===== config.mk =====
export PLATFORM = sky130hd
export DESIGN_NAME = stage3_lsu_split_unit
export DESIGN_NICKNAME = d
export VERILOG_FILES = /design/src/rtl/stage3_lsu_split_unit.sv
export SDC_FILE = /design/constraint.sdc
export NUM_CORES = 1
export LEC_CHECK = 0
export CORE_MARGIN = 3
export CORE_UTILIZATION = 55
export DETAILED_ROUTE_END_ITERATION = 7
export PLACE_DENSITY = 0.87
export SKIP_CTS_REPAIR_TIMING = 1
export SKIP_LAST_GASP = 1
export SYNTH_ARGS = -nofsm -noshare
export SYNTH_HDL_FRONTEND = slang
export SYNTH_SLANG_ARGS = --single-unit

===== constraint.sdc =====
create_clock -name CLK -period 6.11 [get_ports CLK]
set_input_delay 0.9165 -clock CLK [delete_from_list [all_inputs] [get_ports CLK]]
set_output_delay 0.9165 -clock CLK [all_outputs]
set_load 0.05 [all_outputs]

===== src/rtl/stage3_lsu_split_unit.sv =====
// stage3_lsu_split_unit
// Load/store access unit between the stage3 memory stage and the generic data
// bus. One request at a time. Accesses that straddle an XLEN-aligned boundary
// are issued as two aligned beats. Load bytes are merged and sign/zero-extended.
// Store data and byte enables are shifted into their lanes.
// Optional build macro LSU_MISALIGN_TRAP_EN: when defined, a request whose
// address is not a multiple of its size issues no bus beat and completes with
// resp_misaligned=1. When undefined, such requests are split and
// resp_misaligned is tied low.
//
// Handshake: the requester raises req_valid with ren or wen and holds every
// req_* field stable until done pulses. It drops or replaces the request in the
// cycle after done. kill abandons the request at the next beat boundary, with no
// done pulse. On the bus side, a beat is presented while bus_ren or bus_wen is
// high and completes on the first clock edge that sees bus_busy=0. bus_rdata
// and bus_error are sampled on that edge.
module stage3_lsu_split_unit #(
    parameter int XLEN   = 32,
    parameter int ADDR_W = 32
) (
    input  logic              CLK,
    input  logic              nRST,
    input  logic              req_valid,
    input  logic              req_ren,
    input  logic              req_wen,
    input  logic [ADDR_W-1:0] req_addr,
    input  logic [1:0]        req_size,
    input  logic              req_unsigned,
    input  logic [XLEN-1:0]   req_wdata,
    input  logic              kill,
    output logic              done,
    output logic [XLEN-1:0]   resp_rdata,
    output logic              resp_error,
    output logic              resp_misaligned,
    output logic              busy,
    output logic              bus_ren,
    output logic              bus_wen,
    output logic [ADDR_W-1:0] bus_addr,
    output logic [XLEN/8-1:0] bus_byte_en,
    output logic [XLEN-1:0]   bus_wdata,
    input  logic [XLEN-1:0]   bus_rdata,
    input  logic              bus_busy,
    input  logic              bus_error,
    output logic [1:0]        dbg_state
);

    localparam int B     = XLEN / 8;
    localparam int OFF_W = $clog2(B);

    typedef enum logic [1:0] {
        IDLE  = 2'd0,
        BEAT0 = 2'd1,
        BEAT1 = 2'd2,
        RESP  = 2'd3
    } state_e;

    state_e              state_q;
    logic [ADDR_W-1:0]   addr_q;
    logic [OFF_W-1:0]    off_q;
    logic [1:0]          size_q;
    logic                unsigned_q;
    logic                wen_q;
    logic                split_q;
    logic                err_q;
    logic [2*B-1:0]      mask2_q;
    logic [2*XLEN-1:0]   wdata2_q;
    logic [XLEN-1:0]     lo_q;
    logic [XLEN-1:0]     hi_q;

    // Next values for the capture registers, decoded from the live request.
    logic [1:0]          size_d;
    logic [OFF_W-1:0]    off_d;
    logic [3:0]          nbytes_d;
    logic                split_d;
    logic [2*B-1:0]      mask2_d;
    logic [2*XLEN-1:0]   wdata2_d;
    logic [ADDR_W-1:0]   addr_d;
    logic                accept;
    logic                trap_flag;

    // Request decode: offset, byte count, split detection and lane-shifted data.
    always_comb begin
        size_d = req_size;
        // A dword request on a 32-bit bus has no meaning, so it is handled as a word.
        if (XLEN == 32 && req_size == 2'd3) begin
            size_d = 2'd2;
        end
        off_d    = req_addr[OFF_W-1:0];
        nbytes_d = 4'd1 << size_d;
        split_d  = (5'(off_d) + 5'(nbytes_d)) > 5'(B);
        mask2_d  = (((2*B)'(1) << nbytes_d) - (2*B)'(1)) << off_d;
        wdata2_d = {{XLEN{1'b0}}, req_wdata} << {off_d, 3'b000};
        addr_d   = {req_addr[ADDR_W-1:OFF_W], {OFF_W{1'b0}}};
        accept   = req_valid && (req_ren || req_wen) && !kill;
    end

`ifdef LSU_MISALIGN_TRAP_EN
    logic misal_d;
    logic mis_q;

    // Natural-alignment test: the offset must be a multiple of the access size.
    always_comb begin
        misal_d = (off_d & OFF_W'(nbytes_d - 4'd1)) != '0;
    end

    // Trap flag is captured at acceptance and held until the response.
    always_ff @(posedge CLK) begin
        if (!nRST) begin
            mis_q <= 1'b0;
        end else if (state_q == IDLE && accept) begin
            mis_q <= misal_d;
        end
    end

    assign trap_flag = mis_q;
`else
    assign trap_flag = 1'b0;
`endif

    // Main FSM: capture the request, run one or two bus beats, then respond.
    always_ff @(posedge CLK) begin
        if (!nRST) begin
            state_q    <= IDLE;
            addr_q     <= '0;
            off_q      <= '0;
            size_q     <= '0;
            unsigned_q <= 1'b0;
            wen_q      <= 1'b0;
            split_q    <= 1'b0;
            err_q      <= 1'b0;
            mask2_q    <= '0;
            wdata2_q   <= '0;
            lo_q       <= '0;
            hi_q       <= '0;
        end else begin
            case (state_q)
                IDLE: begin
                    if (accept) begin
                        addr_q     <= addr_d;
                        off_q      <= off_d;
                        size_q     <= size_d;
                        unsigned_q <= req_unsigned;
                        wen_q      <= req_wen;
                        split_q    <= split_d;
                        err_q      <= 1'b0;
                        mask2_q    <= mask2_d;
                        wdata2_q   <= wdata2_d;
`ifdef LSU_MISALIGN_TRAP_EN
                        state_q    <= misal_d ? RESP : BEAT0;
`else
                        state_q    <= BEAT0;
`endif
                    end
                end
                BEAT0: begin
                    if (!bus_busy) begin
                        lo_q <= bus_rdata;
                        if (bus_error) begin
                            err_q   <= 1'b1;
                            state_q <= RESP;
                        end else if (kill) begin
                            state_q <= IDLE;
                        end else if (split_q) begin
                            state_q <= BEAT1;
                        end else begin
                            state_q <= RESP;
                        end
                    end
                end
                BEAT1: begin
                    if (!bus_busy) begin
                        hi_q <= bus_rdata;
                        if (bus_error) begin
                            err_q   <= 1'b1;
                            state_q <= RESP;
                        end else if (kill) begin
                            state_q <= IDLE;
                        end else begin
                            state_q <= RESP;
                        end
                    end
                end
                default: begin
                    state_q <= IDLE;
                end
            endcase
        end
    end

    logic [2*XLEN-1:0] merged;
    logic [XLEN-1:0]   low;
    logic [XLEN-1:0]   keep;
    logic [XLEN-1:0]   sign_sel;
    logic [6:0]        nbits;
    logic              sign;
    logic [XLEN-1:0]   ext;

    // Load merge: realign the two beats and extend the 8n-bit field to XLEN.
    always_comb begin
        merged   = {hi_q, lo_q} >> {off_q, 3'b000};
        low      = merged[XLEN-1:0];
        nbits    = 7'd8 << size_q;
        // A shift by XLEN yields zero, so a full-width access keeps every bit.
        keep     = (XLEN'(1) << nbits) - XLEN'(1);
        sign_sel = XLEN'(1) << (nbits - 7'd1);
        sign     = |(low & sign_sel) && !unsigned_q;
        ext      = (low & keep) | (sign ? ~keep : '0);
    end

    // Output decode from the registered state and captured request.
    always_comb begin
        bus_ren         = 1'b0;
        bus_wen         = 1'b0;
        bus_addr        = '0;
        bus_byte_en     = '0;
        bus_wdata       = '0;
        done            = (state_q == RESP);
        busy            = (state_q != IDLE);
        resp_error      = done && err_q;
        resp_misaligned = done && trap_flag;
        resp_rdata      = '0;
        dbg_state       = state_q;
        if (done && !wen_q && !err_q && !trap_flag) begin
            resp_rdata = ext;
        end
        case (state_q)
            BEAT0: begin
                bus_ren     = !wen_q;
                bus_wen     = wen_q;
                bus_addr    = addr_q;
                bus_byte_en = mask2_q[B-1:0];
                bus_wdata   = wdata2_q[XLEN-1:0];
            end
            BEAT1: begin
                bus_ren     = !wen_q;
                bus_wen     = wen_q;
                bus_addr    = addr_q + ADDR_W'(B);
                bus_byte_en = mask2_q[2*B-1:B];
                bus_wdata   = wdata2_q[2*XLEN-1:XLEN];
            end
            default: begin
            end
        endcase
    end

endmodule

Word level (Yosys, flattened, before mapping):

Cells that the tools add are included.
W data, S select, Z words.

* magnitude comparators: 1
* equal/unequal tests: 9
* reduce and logical (&&, ||, !) cells: 21
* shift operators: 8
* bitwise logic cells: 5
* muxes and demuxes: 21
* $add $sub $neg: 5

Operators by type and width (number)
* $pmux W32 S2: 2
* $and A32 B32 Y32: 2
* $mux W32: 2
* $shl A1 B7 Y32 const A: 2
* $shl A32 B5 Y64: 1
* $shr A64 B5 Y32: 1
* $add A32 B3 Y32 const B: 1
* $not A32 Y32: 1
* $or A32 B32 Y32: 1
* $reduce_or A32 Y1: 1
* $sub A32 B2 Y32 const B: 1
* $mux W2: 8
* $ne A2 B2 Y1 const B: 4
* $pmux W4 S2: 1
* $shl A1 B4 Y8 const A: 1
* $shl A8 B2 Y8: 1
* $sub A8 B2 Y8 const B: 1
* $shl A4 B2 Y7 const A: 1
* $sub A7 B1 Y7 const B: 1
* $eq A2 B2 Y1 const B: 3
* $logic_and A1 B1 Y1: 6
* $mux W1: 6
* $pmux W2 S3: 1
* $reduce_and A2 Y1: 3
* 14 further kinds: 18

* output and inout bits: 108
* word-level logic and storage cells: 82
* register bits: 176

Longest topological paths before layout:

Gate-level depths: netlist (run 1).

* depth in word-level cells: 9
* mapped depth: 9

Worst setup path before layout (run 1):

OpenSTA, ideal clock, no wires.

* kind: reg-to-output
* start point: reg state_q[0] (netlist: dbg_state[0])
* end point: out resp_rdata[17]
* path buffers: 0
* data required time: 5194 ps
* path slack: 1948 ps
* arrival: 3245 ps
* cell stages (with the launch flop): 5
* cell sequence: dfxtp_1 ha_1 or3b_1 or3_1 o21ai_0

* longest elaborated chain between the ends: 4

RTL lines
* start: declaration: line 57 `state_e state_q;`
* start signal: assignment: line 123 `state_q <= IDLE;`
* start signal: assignment: line 151 `state_q <= BEAT0;`
* start signal: assignment: line 160 `state_q <= RESP;`
* $eq A2 B2 Y1: line 217 `done = (state_q == RESP);`
* net done: line 31 `output logic done,`
* $logic_and A1 B1 Y1 (2 in series): line 223 `if (done && !wen_q && !err_q && !trap_flag) begin`
* $mux W32: line 223
* end: declaration: line 32 `output logic [XLEN-1:0] resp_rdata,`

The timed path passes the listed nets, and every way through them passes these cells.

Worst setup path after layout (run 1):

* start point: reg state_q[1] (netlist: dbg_state[1])
* end point: out bus_addr[25]

* longest elaborated chain between the ends: 2

RTL lines
* $eq A2 B2 Y1 or $eq A2 B1 Y1 (tied branches): line 226 `case (state_q)`
* $pmux W32 S2 (*): line 226
* end: declaration: line 38 `output logic [ADDR_W-1:0] bus_addr,`

Every way passes the cells marked *; elsewhere a longest branch is shown, timed or not.

==> metrics, run 1 <==
status complete, no violations; Slew HR 20.27%; sequential power share 39.8%; global-route wire length before repair 45370 um; Setup CP Type reg -> out; pin count of the biggest net entering global routing between 100 and 150; top cell type's share of synthesized area 34.79%; sw power roughly 1.1 mW; RR Endpoint wdata2_q[24]; Clock Pin Slew Worst Setup and Hold Paths 0.06 ns; Worst-Margin Slew 1.190 ns; max-slew violations 0; Reg2Reg Setup Slack 3.43 ns; H-tree levels 4; maximum clock frequency ~0.20 GHz; TNS Setup 0 ns; Cell variety after synth 73; main flop type after synthesis dfxtp_1; CTS Buf Count 17; n_diodes 0; Worst VDD drop roughly 0.00021 V; Post-synth EDFFs 0; Critical Path AT a little over 4 ns; detailed placement HPWL 19680 um; Syn-to-layout area delta 27.80%; FF-to-FF Start dbg_state[1]; worst-path maximum fanout 55; worst hold path type reg -> reg; Clk Latency, worst-skew pair 0.43 ns; Worst Hold Path EP wdata2_q[49]; final period utilization 80.99%; hold path cells 2; RD Place Congestion 0.9325; count leader, synth nand2_1; post-synthesis register bit count 160; IO Port Bufs 211; type of origin of the critical path register; DIE WIDTH 135.4 um; Mapped Avg Cell Area 7.897 um2; TritonCTS clock tree yes; switching part of the total power 34.50%; internal power 2.032 mW; die area ~0.018 mm2; leakage approximately 4.1 nW; Tot GR Track Use 30.74%; CP Data Required Time 5.19 ns; final hold violations 0; skew final about 0.0086 ns; # DRC 0; clock group share of total power 32.4%; Worst Reg2Reg Path Length in Cells 7; # placed instances around 1500; min-delay src wdata2_q[49]; starting density of the core between 50% and 60%; DR vias/cell 6.256; routed vias between 9000 and 10000; Post-Synthesis Cells about 1200; Tmin final between 4 and 5 ns; Detailed Route Iter0 Violations 896; post-synth top area cell dfxtp_1; Total Wirelength ~29000 um; number of global-route vias before repair 8740; WL/cell 19.16 um; DRT Pass-1 Iters 5; height of the die 135.4 um; Logic pwr share 27.8%; share of cells above drive strength 1 8.295%; Max Cap Viol 0; CTS root buf clkbuf_16; antenna viol nets, final 0; unrepaired setup endpoints after global routing no; sequential share of the synthesized area between 30% and 40%; synth top area cells dfxtp_1 (35%), nand2_1 (12%), a21oi_1 (8.4%), mux4_2 (7.1%), a22o_1 (2.9%); fill count around 1200; total power 3.103 mW; antenna violations before repair 1; clk sink count 160; core area 0.01612 mm2; CP endpoint kind output port; Finish-stage setup viols 0; # IOs between 200 and 250; YS warnings 0; num rows 46; Mapped Area 0.009208 mm2; gr ovfl total 0; Nets 1420; most instantiated cells after synthesis nand2_1 (286), dfxtp_1 (160), a21oi_1 (154); fin cells 1530; Power Dens Cells 263.7 mW/mm2; Max clock buf depth 2; fraction of registers with async set/reset 0%
==> worst max-delay path, cell delays in order, from the launching register on <==
cell,delay [ns]
dfxtp_1,0.40
inv_1,0.11
ha_1,0.57
and2_2,0.99
nand3_1,0.16
or4_1,0.45
nand3_1,0.10
clkdlybuf4s50_1,0.80
==> how the worst max path moves through the flow <==
| stage | from | to |
|---|---|---|
| 2_1_floorplan | dbg_state[0] | resp_rdata[17] |
| 3_3_place_gp | dbg_state[0] | bus_addr[25] |
| 3_5_place_dp | dbg_state[1] | bus_addr[25] |
| 4_1_cts | dbg_state[1] | bus_addr[25] |
| 5_1_grt | dbg_state[1] | bus_addr[25] |
| 6_report | dbg_state[1] | bus_addr[25] |
==> logic make-up (layout without fill, tap and decap cells) <==
logic type / Yosys count / after routing / share of synthesized area [%]
flops: 160 / 160 / 34.79
xor+xnor: 6 / 6 / 0.5707
compound gates: 303 / 303 / 20.83
other cells: 1 / 3 / 0.04073
simple gates: 500 / 500 / 25.19
fa+ha+maj: 11 / 11 / 1.576
mux: 61 / 61 / 10.86
buf+inv: 124 / 270 / 6.142
==> cell usage in the layout, fill, tap and decap left out, types with 24 or more instances in the layout <==
master | Yosys | layout
a21oi_1 | 154 | 154
a22o_1 | 30 | 30
and2_1 | 25 | 24
clkdlybuf4s50_1 | 0 | 211
dfxtp_1 | 160 | 159
mux4_2 | 29 | 29
nand2_1 | 286 | 286
nand3_1 | 52 | 52
nor2_1 | 37 | 37
o21ai_0 | 37 | 37
==> per-layer routing <==
layer  vias to the layer above  global-route usage [%]  routed length (um)
met5                         -                       0                  13
met3                        82                   6.798                2850
met2                       513                   47.98               13510
met4                         2                   11.93                 981
li1                       4427                       -                   -
met1                      4548                   41.79               11950
==> stage by stage <==
stage,instance area (um2),util (%),hold WS (ns),setup slack (ns)
floorplan,9215,-,0.4277,1.948
global placement,11220,69.60,0.4342,1.750
detailed placement,11220,69.60,0.4430,1.707
CTS,11770,73.02,0.4514,1.211
global route,11770,73.02,0.4672,0.9661
finish,11770,73.02,0.4503,1.162
==> registers in the layout, indices dropped and copies added, names as in the netlist <==
signal      cells
addr_q         30
dbg_state       2
err_q           1
hi_q           24
lo_q           32
mask2_q         8
off_q           2
size_q          2
split_q         1
unsigned_q      1
wdata2_q       56
wen_q           1
==> layout make-up <==
| type | count | area (um2) | area share, % |
|---|---|---|---|
| tap | 216 | 270.3 | 2.297 |
| inverter | 16 | 62.56 | 0.5316 |
| multi-input combinational | 884 | 5465 | 46.44 |
| clock inverter | 9 | 86.33 | 0.7337 |
| sequential | 160 | 3204 | 27.23 |
| timing repair buffer | 223 | 2215 | 18.82 |
| clock buffer | 22 | 464.2 | 3.945 |
==> power groups by stage <==
| stage | Clock [mW] | Sequential, mW | Combinational (mW) |
|---|---|---|---|
| final | 1.01 | 1.23 | 0.862 |
| after global routing | 1.05 | 1.24 | 0.922 |
| after CTS | 1.01 | 1.23 | 0.850 |
| after detailed placement | 0 | 1.25 | 0.840 |
| after global placement | 0 | 1.25 | 0.828 |
| after floorplan | 0 | 1.23 | 0.581 |
Power figures use the tool's default switching activity.
==> inputs of run 2 (changes only) <==
--- a/config.mk
+++ b/config.mk
@@ -6,9 +6,9 @@
 export NUM_CORES = 1
 export LEC_CHECK = 0
 export CORE_MARGIN = 3
-export CORE_UTILIZATION = 55
+export CORE_UTILIZATION = 46
 export DETAILED_ROUTE_END_ITERATION = 7
-export PLACE_DENSITY = 0.87
+export PLACE_DENSITY = 0.77
 export SKIP_CTS_REPAIR_TIMING = 1
 export SKIP_LAST_GASP = 1
 export SYNTH_ARGS = -nofsm -noshare
==> constraint.sdc (replaced) <==
create_clock -name CLK -period 4.5 [get_ports CLK]
set_input_delay 0.675 -clock CLK [delete_from_list [all_inputs] [get_ports CLK]]
set_output_delay 0.675 -clock CLK [all_outputs]
set_load 0.05 [all_outputs]
==> metrics, run 2 (same netlist as run 1, synthesis figures left out) <==
status complete, no violations; RD Place Congestion 0.9316; CP endpoint kind output port; detailed placement HPWL 20200 um; Largest register FFs 56; Nets 1429; Tot GR Track Use 26.22%; switching part of the total power 35.77%; max-slew violations 0; # IOs 215; routed vias 9488; worst hold path type reg -> reg; share of cells above drive strength 1 9.970%; Finish-stage setup viols 0; number of global-route vias before repair 8723; Max stage delay cell, worst path clkdlybuf4s50_1; CP cell instances or2_2, ha_1, nor4b_1, a32o_1, nor4_4, o21ai_0, clkdlybuf4s50_1; worst-path maximum fanout 17; gr ovfl total 0; # DRC 0; sw power about 1.5 mW; H-tree levels 4; CP delay by family, top simple AND/OR/NAND/NOR gates; fin cells about 1600; Worst VDD drop 0.0002702 V; Clock Pin Slew Worst Setup and Hold Paths around 0.070 ns; CTS Buf Count 17; IO Port Bufs around 210; unrepaired setup endpoints after global routing no; Max Cap Viol 0; CTS root buf clkbuf_16; global-route wire length before repair 46400 um; CP Buf/Inv Count 1; sequential power share roughly 39%; TNS Setup 0 ns; CP Data Required Time roughly 3.8 ns; Critical Path AT 3.58 ns; WHS 0.4489 ns; final hold violations 0; worst setup margin approximately 0.25 ns; final period utilization 94.49%; leakage 4.180 nW; largest registers wdata2_q x56, lo_q x32, addr_q x30; Total Wirelength 29590 um; maximum clock frequency 0.2352 GHz; Slew HR 22.08%; DR vias/cell roughly 6; Max clock buf depth 2; Detailed Route Iter0 Violations 953; commonest non-fill, non-tap cell in the layout nand2_1; die area 0.02175 mm2; Logic pwr share 27.7%; clk sink count 160; Syn-to-layout area delta 29.32%; n_diodes 0; register bank with the most flops wdata2_q; TritonCTS clock tree yes; WL/cell 18.62 um; Clk Latency, worst-skew pair about 0.44 ns; # placed instances 1557; pin count of the biggest net entering global routing 111; skew final ~0.0097 ns; starting density of the core 47.00%; type of origin of the critical path register; height of the die approximately 150 um; antenna violations before repair 0; DRT Pass-1 Iters 5; Power Dens Cells 361.9 mW/mm2; Setup CP Type reg -> out; DIE WIDTH 147.5 um; clock group share of total power about a third; Crit path largest cell delay 0.83 ns; num rows 51; core area between 0.015 and 0.02 mm2; dpl ws roughly 0.83 ns; internal power 2.768 mW; Tmin final 4.252 ns; antenna viol nets, final 0; most frequent cells in the layout nand2_1 (286), clkdlybuf4s50_1 (201), dfxtp_1 (159); Worst-Margin Slew 1.169 ns
-- run 2: cell type report --
| type | count | area (um2) |
|---|---|---|
| Clock buffer | 17 | 425.4 |
| Clock inverter | 15 | 148.9 |
| Fill cell | 1759 | 7682 |
| Inverter | 16 | 62.56 |
| Multi-Input combinational cell | 884 | 5465 |
| Sequential cell | 160 | 3204 |
| Tap cell | 265 | 331.6 |
| Timing Repair Buffer | 232 | 2270 |
-- run 2: per-layer routing --
metal  GRT usage (%)  vias up  share of wire [%]  wire length, um
met5               0        -                  0                0
met4           8.015        0                2.5              737
met3           5.702       57                7.9             2338
met2           41.94      426                 47            13960
met1           35.83     4562                 42            12550
li1                -     4443                  -                -
-- run 2: final timing paths --
path,slack [ns],end,depth (start not counted),start
worst max-delay path,0.25,resp_rdata[23],7,size_q[1]
worst min-delay path,0.45,wdata2_q[55],2,wdata2_q[55]
worst min register to register,0.45,wdata2_q[55],2,wdata2_q[55]
worst max register to register,2.15,mask2_q[2],6,dbg_state[0]
-- run 2: power by group through the flow --
| stage | clock [mW] | combinational [mW] | sequential, mW |
|---|---|---|---|
| 6_report | 1.45 | 1.19 | 1.67 |
| 5_1_grt | 1.52 | 1.29 | 1.68 |
| 4_1_cts | 1.46 | 1.19 | 1.66 |
| 3_5_place_dp | 0 | 1.18 | 1.69 |
| 3_3_place_gp | 0 | 1.16 | 1.69 |
| 2_1_floorplan | 0 | 0.788 | 1.67 |
-- run 2: per-stage QoR --
stage	total power [mW]	cell area, um2	utilization (%)
floorplan	2.456	9215	-
global placement	2.851	11330	57.85
detailed placement	2.873	11330	57.85
CTS	4.304	11910	60.78
global route	4.490	11910	60.78
finish	4.310	11910	60.78
-- run 2: worst register-to-register path, stage by stage (launching register included) --
cell	delay, ns
dfxtp_1	0.36
inv_1	0.11
ha_1	0.18
inv_1	0.09
or3_4	0.79
or3_1	0.58
a21oi_1	0.16
